`src/rtl/taxi_led_pwm.sv`:
```
// taxi_led_pwm: multi-channel LED PWM dimmer; duty vectors are double-buffered and applied only at
// PWM period boundaries. Define TAXI_LED_PWM_GAMMA_EN for square-law duty mapping at load time.
module taxi_led_pwm #(
    parameter int CHANNELS = 12,
    parameter int DUTY_W   = 8,
    parameter int PRESCALE = 488
) (
    input  logic                         clk,
    input  logic                         rst,
    input  logic [CHANNELS*DUTY_W-1:0]   duty_in,
    input  logic                         duty_valid,
    output logic                         duty_ready,
    output logic [CHANNELS-1:0]          pwm_out,
    output logic                         period_start
);

    localparam int                PRE_W    = (PRESCALE > 1) ? $clog2(PRESCALE) : 1;
    localparam logic [PRE_W-1:0]  PRE_MAX  = PRE_W'(PRESCALE - 1);
    localparam logic [DUTY_W-1:0] DUTY_MAX = '1;

    logic [PRE_W-1:0]                pre_q, pre_d;
    logic [DUTY_W-1:0]               cnt_q, cnt_d;
    logic [CHANNELS-1:0][DUTY_W-1:0] shadow_q, shadow_d;
    logic [CHANNELS-1:0][DUTY_W-1:0] active_q, active_d;
    logic                            pending_q, pending_d;
    logic                            ready_q, ready_d;
    logic                            period_start_q, period_start_d;
    logic [CHANNELS-1:0]             pwm_q, pwm_d;
    logic                            step_tick, boundary, accept;

    // Duty mapping applied once per channel when the shadow vector is loaded into active.
    function automatic logic [DUTY_W-1:0] map_duty(input logic [DUTY_W-1:0] d);
`ifdef TAXI_LED_PWM_GAMMA_EN
        logic [2*DUTY_W-1:0] sq;
        sq = {{DUTY_W{1'b0}}, d} * {{DUTY_W{1'b0}}, d};
        if (d == DUTY_MAX) begin
            map_duty = DUTY_MAX;
        end else begin
            map_duty = sq[2*DUTY_W-1:DUTY_W];
        end
`else
        map_duty = d;
`endif
    endfunction

    always_comb begin
        step_tick      = (pre_q == PRE_MAX);
        pre_d          = step_tick ? '0 : pre_q + 1'b1;
        cnt_d          = step_tick ? cnt_q + 1'b1 : cnt_q;
        boundary       = step_tick && (cnt_q == DUTY_MAX);
        accept         = duty_valid && ready_q;
        shadow_d       = shadow_q;
        active_d       = active_q;
        pending_d      = pending_q;
        period_start_d = boundary;

        if (boundary && pending_q) begin
            for (int i = 0; i < CHANNELS; i++) begin
                active_d[i] = map_duty(shadow_q[i]);
            end
            pending_d = 1'b0;
        end

        // An accept on a boundary with nothing pending only fills the shadow; it loads next period.
        if (accept) begin
            shadow_d  = duty_in;
            pending_d = 1'b1;
        end

        ready_d = !pending_d;

        for (int i = 0; i < CHANNELS; i++) begin
            if (active_q[i] == '0) begin
                pwm_d[i] = 1'b0;
            end else if (active_q[i] == DUTY_MAX) begin
                pwm_d[i] = 1'b1;
            end else begin
                pwm_d[i] = (cnt_q < active_q[i]);
            end
        end
    end

    always_ff @(posedge clk or posedge rst) begin
        if (rst) begin
            pre_q          <= '0;
            cnt_q          <= '0;
            shadow_q       <= '0;
            active_q       <= '0;
            pending_q      <= 1'b0;
            ready_q        <= 1'b0;
            period_start_q <= 1'b0;
            pwm_q          <= '0;
        end else begin
            pre_q          <= pre_d;
            cnt_q          <= cnt_d;
            shadow_q       <= shadow_d;
            active_q       <= active_d;
            pending_q      <= pending_d;
            ready_q        <= ready_d;
            period_start_q <= period_start_d;
            pwm_q          <= pwm_d;
        end
    end

    assign duty_ready   = ready_q;
    assign pwm_out      = pwm_q;
    assign period_start = period_start_q;

endmodule

```
`config.mk`:
```
export PLATFORM = sky130hd
export DESIGN_NAME = taxi_led_pwm
export DESIGN_NICKNAME = d
export VERILOG_FILES = /design/src/rtl/taxi_led_pwm.sv
export SDC_FILE = /design/constraint.sdc
export NUM_CORES = 1
export LEC_CHECK = 0
export CORE_MARGIN = 1
export CORE_UTILIZATION = 59
export CTS_BUF_LIST = sky130_fd_sc_hd__clkbuf_4 sky130_fd_sc_hd__clkbuf_8
export CTS_CLUSTER_SIZE = 14
export DETAILED_ROUTE_END_ITERATION = 8
export GPL_TIMING_DRIVEN = 0
export PLACE_DENSITY = 0.82
export SLEW_MARGIN = 20
export SYNTH_ARGS = -nofsm -noshare
export SYNTH_HDL_FRONTEND = slang
export SYNTH_SLANG_ARGS = --single-unit
```
`constraint.sdc`:
```
create_clock -name clk -period 8.7 [get_ports clk]
set_input_delay 0.87 -clock clk [delete_from_list [all_inputs] [get_ports clk]]
set_output_delay 0.87 -clock clk [all_outputs]
set_load 0.1 [all_outputs]
```
==> results of run 1 <==
## final timing paths
kind,depth (start not counted),startpoint,slack [ns],end
worst max-delay path,1,pwm_out[4],5.77,pwm_out[4]
worst min-delay path,1,pre_q[0],0.46,pre_q[0]
worst max register to register,6,cnt_q[1],6.14,active_q[58]
worst min register to register,1,pre_q[0],0.46,pre_q[0]
max in group asynchronous,4,rst,6.76,pwm_out[2]
min in group asynchronous,2,rst,0.71,active_q[75]
## kinds of logic (layout without fill, tap and decap cells)
family                   count (synthesis)  after routing  share of synthesized area (%)
AND/OR/NAND/NOR                        150            150                           7.13
adder cells (fa/ha/maj)                 86             86                           9.86
AO/OA/AOI/OAI                          100            100                           5.21
flip-flops                             224            224                           51.4
XOR/XNOR                                13             13                           1.04
multiplexers                           193            193                           21.2
buffers and inverters                  109            293                           4.20
## sequential cells by signal, summed over array words and instances (netlist names)
name	flops
pre_q	9
period_start	1
duty_ready	1
pwm_out	12
active_q	96
cnt_q	8
pending_q	1
shadow_q	96
## final cells by class
cell class / count / area, µm²
timing repair buffer: 114 / 1180
buffer: 23 / 135
fill: 1250 / 4740
clock inverter: 5 / 77.6
sequential: 224 / 5610
multi-input combinational: 542 / 4850
tap: 229 / 287
clock buffer: 65 / 826
inverter: 86 / 330
## placed cells by master, fill, tap and decap left out, types with 2 or more instances in the layout
| cell | instances |
|---|---|
| sky130_fd_sc_hd__nor3_1 | 5 |
| sky130_fd_sc_hd__clkbuf_1 | 9 |
| sky130_fd_sc_hd__dfrtp_1 | 224 |
| sky130_fd_sc_hd__clkbuf_8 | 54 |
| sky130_fd_sc_hd__mux2_4 | 37 |
| sky130_fd_sc_hd__bufinv_16 | 2 |
| sky130_fd_sc_hd__o211ai_1 | 7 |
| sky130_fd_sc_hd__buf_6 | 5 |
| sky130_fd_sc_hd__nor3b_1 | 7 |
| sky130_fd_sc_hd__nor4_1 | 24 |
| sky130_fd_sc_hd__nand4_1 | 29 |
| sky130_fd_sc_hd__buf_16 | 2 |
| sky130_fd_sc_hd__nand3_1 | 5 |
| sky130_fd_sc_hd__mux2_1 | 3 |
| sky130_fd_sc_hd__clkbuf_4 | 11 |
| sky130_fd_sc_hd__o31ai_1 | 6 |
| sky130_fd_sc_hd__o21ai_0 | 31 |
| sky130_fd_sc_hd__xnor2_1 | 8 |
| sky130_fd_sc_hd__nand2_1 | 28 |
| sky130_fd_sc_hd__xor2_1 | 5 |
| sky130_fd_sc_hd__clkinv_2 | 2 |
| sky130_fd_sc_hd__buf_2 | 9 |
| sky130_fd_sc_hd__and3_1 | 5 |
| sky130_fd_sc_hd__inv_1 | 85 |
| sky130_fd_sc_hd__nor2_1 | 42 |
| sky130_fd_sc_hd__ha_1 | 86 |
| sky130_fd_sc_hd__a21oi_1 | 42 |
| sky130_fd_sc_hd__clkdlybuf4s50_1 | 112 |
| sky130_fd_sc_hd__mux2_2 | 153 |
| sky130_fd_sc_hd__a21o_1 | 14 |
## Yosys cell counts
cell type / count / area share [%]
sky130_fd_sc_hd__inv_1: 86 / 3.0
sky130_fd_sc_hd__mux2_2: 153 / 16
sky130_fd_sc_hd__nand4bb_1: 1 / 0.10
sky130_fd_sc_hd__xnor2_1: 8 / 0.64
sky130_fd_sc_hd__nor3b_1: 7 / 0.48
sky130_fd_sc_hd__nand3_1: 5 / 0.23
sky130_fd_sc_hd__dfrtp_1: 224 / 51
sky130_fd_sc_hd__o211ai_1: 7 / 0.48
sky130_fd_sc_hd__nand2_1: 28 / 0.96
sky130_fd_sc_hd__o31ai_1: 6 / 0.41
sky130_fd_sc_hd__a21oi_1: 42 / 1.9
sky130_fd_sc_hd__and2_1: 1 / 0.057
sky130_fd_sc_hd__nor3_2: 1 / 0.092
sky130_fd_sc_hd__nor2_1: 42 / 1.4
sky130_fd_sc_hd__clkbuf_1: 9 / 0.31
sky130_fd_sc_hd__and3_1: 5 / 0.29
sky130_fd_sc_hd__mux2_4: 37 / 5.1
sky130_fd_sc_hd__nand4_2: 1 / 0.11
sky130_fd_sc_hd__ha_1: 86 / 9.9
sky130_fd_sc_hd__nor3_1: 5 / 0.23
sky130_fd_sc_hd__nand3_2: 1 / 0.092
sky130_fd_sc_hd__nand4_1: 29 / 1.7
sky130_fd_sc_hd__a21o_1: 14 / 0.96
sky130_fd_sc_hd__o21ai_0: 31 / 1.4
sky130_fd_sc_hd__buf_6: 5 / 0.52
sky130_fd_sc_hd__nor4_1: 24 / 1.4
sky130_fd_sc_hd__xor2_1: 5 / 0.40
sky130_fd_sc_hd__mux2_1: 3 / 0.31
sky130_fd_sc_hd__buf_2: 9 / 0.41
## layer usage
| layer | vias to the layer above | global-route usage, % | share of wire (%) |
|---|---|---|---|
| met5 | - | 0 | 0 |
| met4 | 0 | 10.3 | 2.5 |
| met3 | 49 | 4.28 | 4.8 |
| met2 | 174 | 40.1 | 49 |
| met1 | 3534 | 32.7 | 44 |
| li1 | 3424 | - | - |
## where the power goes
group          switching (mW)  internal, mW  leakage, nW  total (mW)
clock network           0.420         0.657        0.475        1.08
logic                  0.0855         0.184         2.89       0.270
registers               0.101          1.23         2.90        1.33
## stage by stage
stage               utilization, %  area, µm²
detailed placement            68.7      12400
global placement              68.3      12300
CTS                           73.7      13300
finish                        73.7      13300
global route                  73.7      13300
floorplan                        -      10900
==> impl_results.rst, run 1 <==
.. list-table::
   :header-rows: 1

   * - Metric
     - Value
   * - Largest net degree at the start of global routing
     - around 100
   * - Register area share after synthesis
     - roughly half
   * - I/O pin total
     - around 110
   * - Die outline width
     - ~140 µm
   * - Die area
     - 19000 µm²
   * - F_max
     - 342 MHz
   * - Slew HR
     - 30.6%
   * - Worst Tran Pin Value
     - between 1 and 1.5 ns
   * - Clock H-tree levels
     - 2
   * - Layout overhead on the synthesized area
     - 21.8%
   * - Leak pwr
     - 6.26 nW
   * - Die extent in y
     - 138 µm
   * - Post-cts sizing count
     - 0
   * - Sort of element at the end of the critical path
     - output pin
   * - Via-to-Cell Ratio
     - 5.58
   * - Number of clock sinks
     - 224
   * - Register bit count reported by yosys
     - 224
   * - Setup Buffers After CTS
     - 0
   * - Final-layout setup total negative slack
     - 0 ns
   * - Final count of pins violating max slew
     - 0
   * - Layout net count
     - approximately 1200
   * - Clock Latency Late Sink
     - ~0.53 ns
   * - GPL Wtd Cong
     - slightly above 0.8
   * - Antenna violations before repair
     - 0
   * - Antenna-violating nets left
     - 0
   * - Share of final-layout standard cells stronger than drive strength 1
     - between 20% and 30%
   * - Syn Inst Count
     - 875
   * - Maximum buffer depth of the clock tree
     - 3
   * - Number of standard cells in the final layout excluding fillers
     - approximately 1300
   * - Worst path slowest cell
     - sky130_fd_sc_hd__clkdlybuf4s50_1
   * - Power Total
     - 2.68 mW
   * - Setup crit start kind
     - register
   * - Detail Placement HPWL
     - 14700 µm
   * - Area of the placeable core
     - 18000 µm²
   * - Maximum cell stage delay along the critical path
     - roughly 1.2 ns
   * - Post-synth net total
     - about 1100
   * - Total congestion overflow
     - 0
   * - Arrival time reported for the critical path endpoint
     - a little over 2 ns
   * - Period Utilization, post-route
     - 33.7%
   * - Number of failing setup endpoints in the final timing report
     - 0
   * - Layout Skew
     - just under 0.02 ns
   * - CTS buffer count
     - 39
   * - CTS root buffer
     - sky130_fd_sc_hd__clkbuf_8
   * - First-pass GRT wire length
     - approximately 36000 µm
   * - Post-synthesis area per instance
     - about 12 µm²
   * - Req. time, crit path
     - just under 8 ns
   * - Vias in the first global route
     - between 7000 and 8000
   * - Power density normalized to cell area
     - between 200 and 250 nW/µm²
   * - Cell variety after synth
     - 29
   * - Worst slack at placement
     - 5.53 ns
   * - Cell-by-cell trace of the critical path
     - clkdlybuf4s50_1
   * - Number of endpoints with negative hold slack in the final report
     - 0
   * - Shortest clock period the worst path allows after layout
     - 2.93 ns
   * - Worst-case setup margin in the final layout
     - ~5.8 ns
   * - Largest driver fanout on the critical path
     - 1
   * - IR Drop Worst-Case VDD
     - 0.174 mV
   * - Netlist Area Pre-Place
     - between 10000 and 15000 µm²
   * - Count of vias placed by the detailed router
     - 7181
   * - Row count
     - a little under 50
   * - Minimum hold slack
     - between 0.4 and 0.5 ns
   * - Hold-fix buffer count after cts
     - 0
   * - Path class of the lowest-slack min-delay path
     - reg2reg
   * - RSZ-0062 raised after global routing
     - no
   * - DRC violation count after routing
     - 0
   * - Run status
     - finished, final reports clean
   * - WL/cell
     - between 15 and 20 µm
   * - Initial standard-cell utilization of the core
     - just over 60%
   * - CTS clk-pin slew, worst paths
     - 0.06 ns
   * - Worst path top cell family by delay
     - buffers and inverters
   * - Buffering stage count on the worst path with inverters included
     - 1
   * - TritonCTS clock tree
     - built
   * - Quantity of I/O buffers inserted on ports
     - 112
   * - Synth warn
     - 0
   * - Number of design-rule violations left by the first detailed-router iteration
     - approximately 300
   * - Final wirelength
     - about 22000 µm
   * - Total iterations of the first detailed-routing run
     - 4
   * - Number of cells after detailed placement
     - about 1200
   * - Max-capacitance violation count
     - 0
   * - Path type of the worst setup path
     - reg2out
   * - Aggregate global-route resource usage
     - 24.7%
   * - Antenna cell count
     - 0
Power figures use the tool's default switching activity.
==> inputs of run 2 (changes only) <==
clock period = 2.85 ns   (was 8.7 ns; I/O delays follow)
==> impl_results.rst, run 2 (synthesized netlist as in run 1, its figures left out) <==
.. list-table::
   :header-rows: 1

   * - Metric
     - Value
   * - Quantity of I/O buffers inserted on ports
     - 112 (unchanged)
   * - Die outline width
     - 138 µm (unchanged)
   * - Library cell appearing most often on the critical path
     - sky130_fd_sc_hd__buf_6
   * - F_max
     - approximately 390 MHz
   * - Levels on crit path
     - 6 (was 1)
   * - CTS clk-pin slew, worst paths
     - 0.06 ns (about the same)
   * - Maximum cell stage delay along the critical path
     - 0.97 ns (was 1.18 ns)
   * - DRC violation count after routing
     - 0 (unchanged)
   * - Number of clock sinks
     - 224 (unchanged)
   * - Post-cts sizing count
     - 0 (unchanged)
   * - WL/cell
     - 16.9 µm (was 17.0 µm)
   * - Die area
     - 19000 µm² (unchanged)
   * - Cell area after layout
     - 13300 µm² (about the same)
   * - Via-to-Cell Ratio
     - 5.56 (was 5.58)
   * - Final wirelength
     - 21800 µm (was 22000 µm)
   * - Initial standard-cell utilization of the core
     - 60.5% (unchanged)
   * - Register-to-register path setup slack
     - 0.26 ns (was 6.14 ns)
   * - CTS buffer count
     - 37 (was 39)
   * - Most frequent cells in the layout
     - sky130_fd_sc_hd__dfrtp_1 (224), sky130_fd_sc_hd__mux2_2 (153), sky130_fd_sc_hd__clkdlybuf4s50_1 (112) (unchanged)
   * - RSZ-0062 raised after global routing
     - no (unchanged)
   * - TritonCTS clock tree
     - built (unchanged)
   * - Total iterations of the first detailed-routing run
     - 4 (unchanged)
   * - Power Total
     - 7.94 mW (was 2.68 mW)
   * - Buffering stage count on the worst path with inverters included
     - 2 (was 1)
   * - Largest driver fanout on the critical path
     - 15 (was 1)
   * - Row count
     - 49 (unchanged)
   * - First-pass GRT wire length
     - 35800 µm (was 36100 µm)
   * - Run status
     - finished, final reports clean (unchanged)
   * - Vias in the first global route
     - 7288 (was 7403)
   * - Req. time, crit path
     - 3.25 ns (was 7.83 ns)
   * - Period Utilization, post-route
     - approximately nine tenths
   * - Slew HR
     - 31.6% (was 30.6%)
   * - Antenna violations before repair
     - 0 (unchanged)
   * - Worst path top cell family by delay
     - flip-flops (was buffers and inverters)
   * - Setup crit start kind
     - register (unchanged)
   * - Max-capacitance violation count
     - 0 (unchanged)
   * - Path class of the lowest-slack min-delay path
     - in2async (was reg2reg)
   * - Area of the placeable core
     - 18000 µm² (unchanged)
   * - Most frequent standard cell in the layout excluding fill and tap cells
     - sky130_fd_sc_hd__dfrtp_1 (unchanged)
   * - Worst path slowest cell
     - sky130_fd_sc_hd__dfrtp_1 (was sky130_fd_sc_hd__clkdlybuf4s50_1)
   * - Hold-fix buffer count after cts
     - 0 (unchanged)
   * - Clock Latency Late Sink
     - 0.53 ns (about the same)
   * - Number of failing setup endpoints in the final timing report
     - 0 (unchanged)
   * - I/O pin total
     - 113 (unchanged)
   * - Clock H-tree levels
     - 2 (unchanged)
   * - Sort of element at the end of the critical path
     - register (was output pin)
   * - GPL Wtd Cong
     - 0.834 (was 0.824)
   * - Cell-by-cell trace of the critical path
     - ha_1 -> and3_1 -> nand3_2 -> buf_6 -> buf_6 -> mux2_1 (was clkdlybuf4s50_1)
   * - Count of vias placed by the detailed router
     - 7165 (was 7181)
   * - Worst reg2reg path depth
     - 6 (unchanged)
   * - Minimum hold slack
     - 0.0378 ns (was 0.460 ns)
   * - CTS root buffer
     - sky130_fd_sc_hd__clkbuf_8 (unchanged)
   * - Path type of the worst setup path
     - reg2reg (was reg2out)
   * - Post-placement cell area
     - 12500 µm² (was 12400 µm²)
   * - Layout Skew
     - 0.00813 ns (was 0.0198 ns)
   * - Total congestion overflow
     - 0 (unchanged)
   * - Number of design-rule violations left by the first detailed-router iteration
     - 224 (was 298)
   * - Leak pwr
     - 6.26 nW (about the same)
   * - Antenna-violating nets left
     - 0 (unchanged)
   * - Power density normalized to cell area
     - 598 nW/µm² (was 201 nW/µm²)
   * - Aggregate global-route resource usage
     - 24.5% (was 24.7%)
   * - Share of final-layout standard cells stronger than drive strength 1
     - 26.5% (was 26.4%)
   * - Arrival time reported for the critical path endpoint
     - 2.99 ns (was 2.06 ns)
   * - Layout overhead on the synthesized area
     - 21.8% (about the same)
   * - IR Drop Worst-Case VDD
     - 0.465 mV (was 0.174 mV)
   * - Shortest clock period the worst path allows after layout
     - ~2.6 ns
   * - Antenna cell count
     - 0 (unchanged)
   * - Reg2Reg Launch Point
     - cnt_q[1] (unchanged)
   * - Die extent in y
     - 138 µm (unchanged)
   * - Layout net count
     - 1218 (was 1215)
   * - Number of endpoints with negative hold slack in the final report
     - 0 (unchanged)
   * - Largest net degree at the start of global routing
     - 36 (was 104)
   * - Final count of pins violating max slew
     - 0 (unchanged)
   * - Detail Placement HPWL
     - 15000 µm (was 14700 µm)
   * - Maximum buffer depth of the clock tree
     - 3 (unchanged)
   * - Worst Tran Pin Value
     - 1.02 ns (was 1.04 ns)
   * - Setup Buffers After CTS
     - 0 (unchanged)
   * - Reg-to-reg endpoint
     - active_q[58] (unchanged)
[run 2: worst max path at each step]
stage,start,end
after floorplan,rst,active_q[0]
after global placement,rst,shadow_q[50]
after CTS,cnt_q[1],active_q[58]
after detailed placement,duty_valid,shadow_q[51]
after global routing,cnt_q[1],active_q[83]
final,cnt_q[1],active_q[58]
[run 2: final cells by class]
type | instances | area [µm²]
Buffer | 23 | 135
Clock buffer | 60 | 769
Clock inverter | 6 | 57.6
Fill cell | 1215 | 4730
Inverter | 86 | 327
Multi-Input combinational cell | 542 | 4850
Sequential cell | 224 | 5610
Tap cell | 229 | 287
Timing Repair Buffer | 119 | 1260
[run 2: worst reg2reg max path: stages (launching register included)]
cell                      delay (ns)
sky130_fd_sc_hd__dfrtp_1        0.97
sky130_fd_sc_hd__ha_1           0.31
sky130_fd_sc_hd__and3_1         0.24
sky130_fd_sc_hd__nand3_2        0.23
sky130_fd_sc_hd__buf_6          0.24
sky130_fd_sc_hd__buf_6          0.17
sky130_fd_sc_hd__mux2_1         0.32
[run 2: metal layers]
| metal | global-route usage [%] | up-vias | wire (µm) |
|---|---|---|---|
| li1 | - | 3436 | - |
| met1 | 31.9 | 3529 | 9670 |
| met2 | 41.8 | 159 | 10700 |
| met3 | 3.91 | 41 | 958 |
| met4 | 8.33 | 0 | 453 |
| met5 | 0 | - | 0 |
[run 2: report_power, final]
part | switching (mW) | internal [mW]
Combinational | 0.262 | 0.574
Clock | 1.26 | 1.80
Sequential | 0.305 | 3.74
[run 2: stage by stage]
| step | utilization [%] | instances | setup slack (ns) | setup TNS (ns) |
|---|---|---|---|---|
| final | 73.7 | 1289 | 0.263 | 0 |
| after global routing | 73.7 | 1289 | 0.194 | 0 |
| after CTS | 73.7 | 1289 | 0.287 | 0 |
| after detailed placement | 69.1 | 1223 | 0.288 | 0 |
| after global placement | 68.4 | 1216 | -1.95 | -430.44 |
| after floorplan | - | 875 | -0.359 | -80.42 |
==> inputs of run 3 (changes only) <==
GPL_ROUTABILITY_DRIVEN = 0   (was not set)
==> results of run 3 <==
Same layout as run 2: the final DEF is identical, and so are final timing and power.
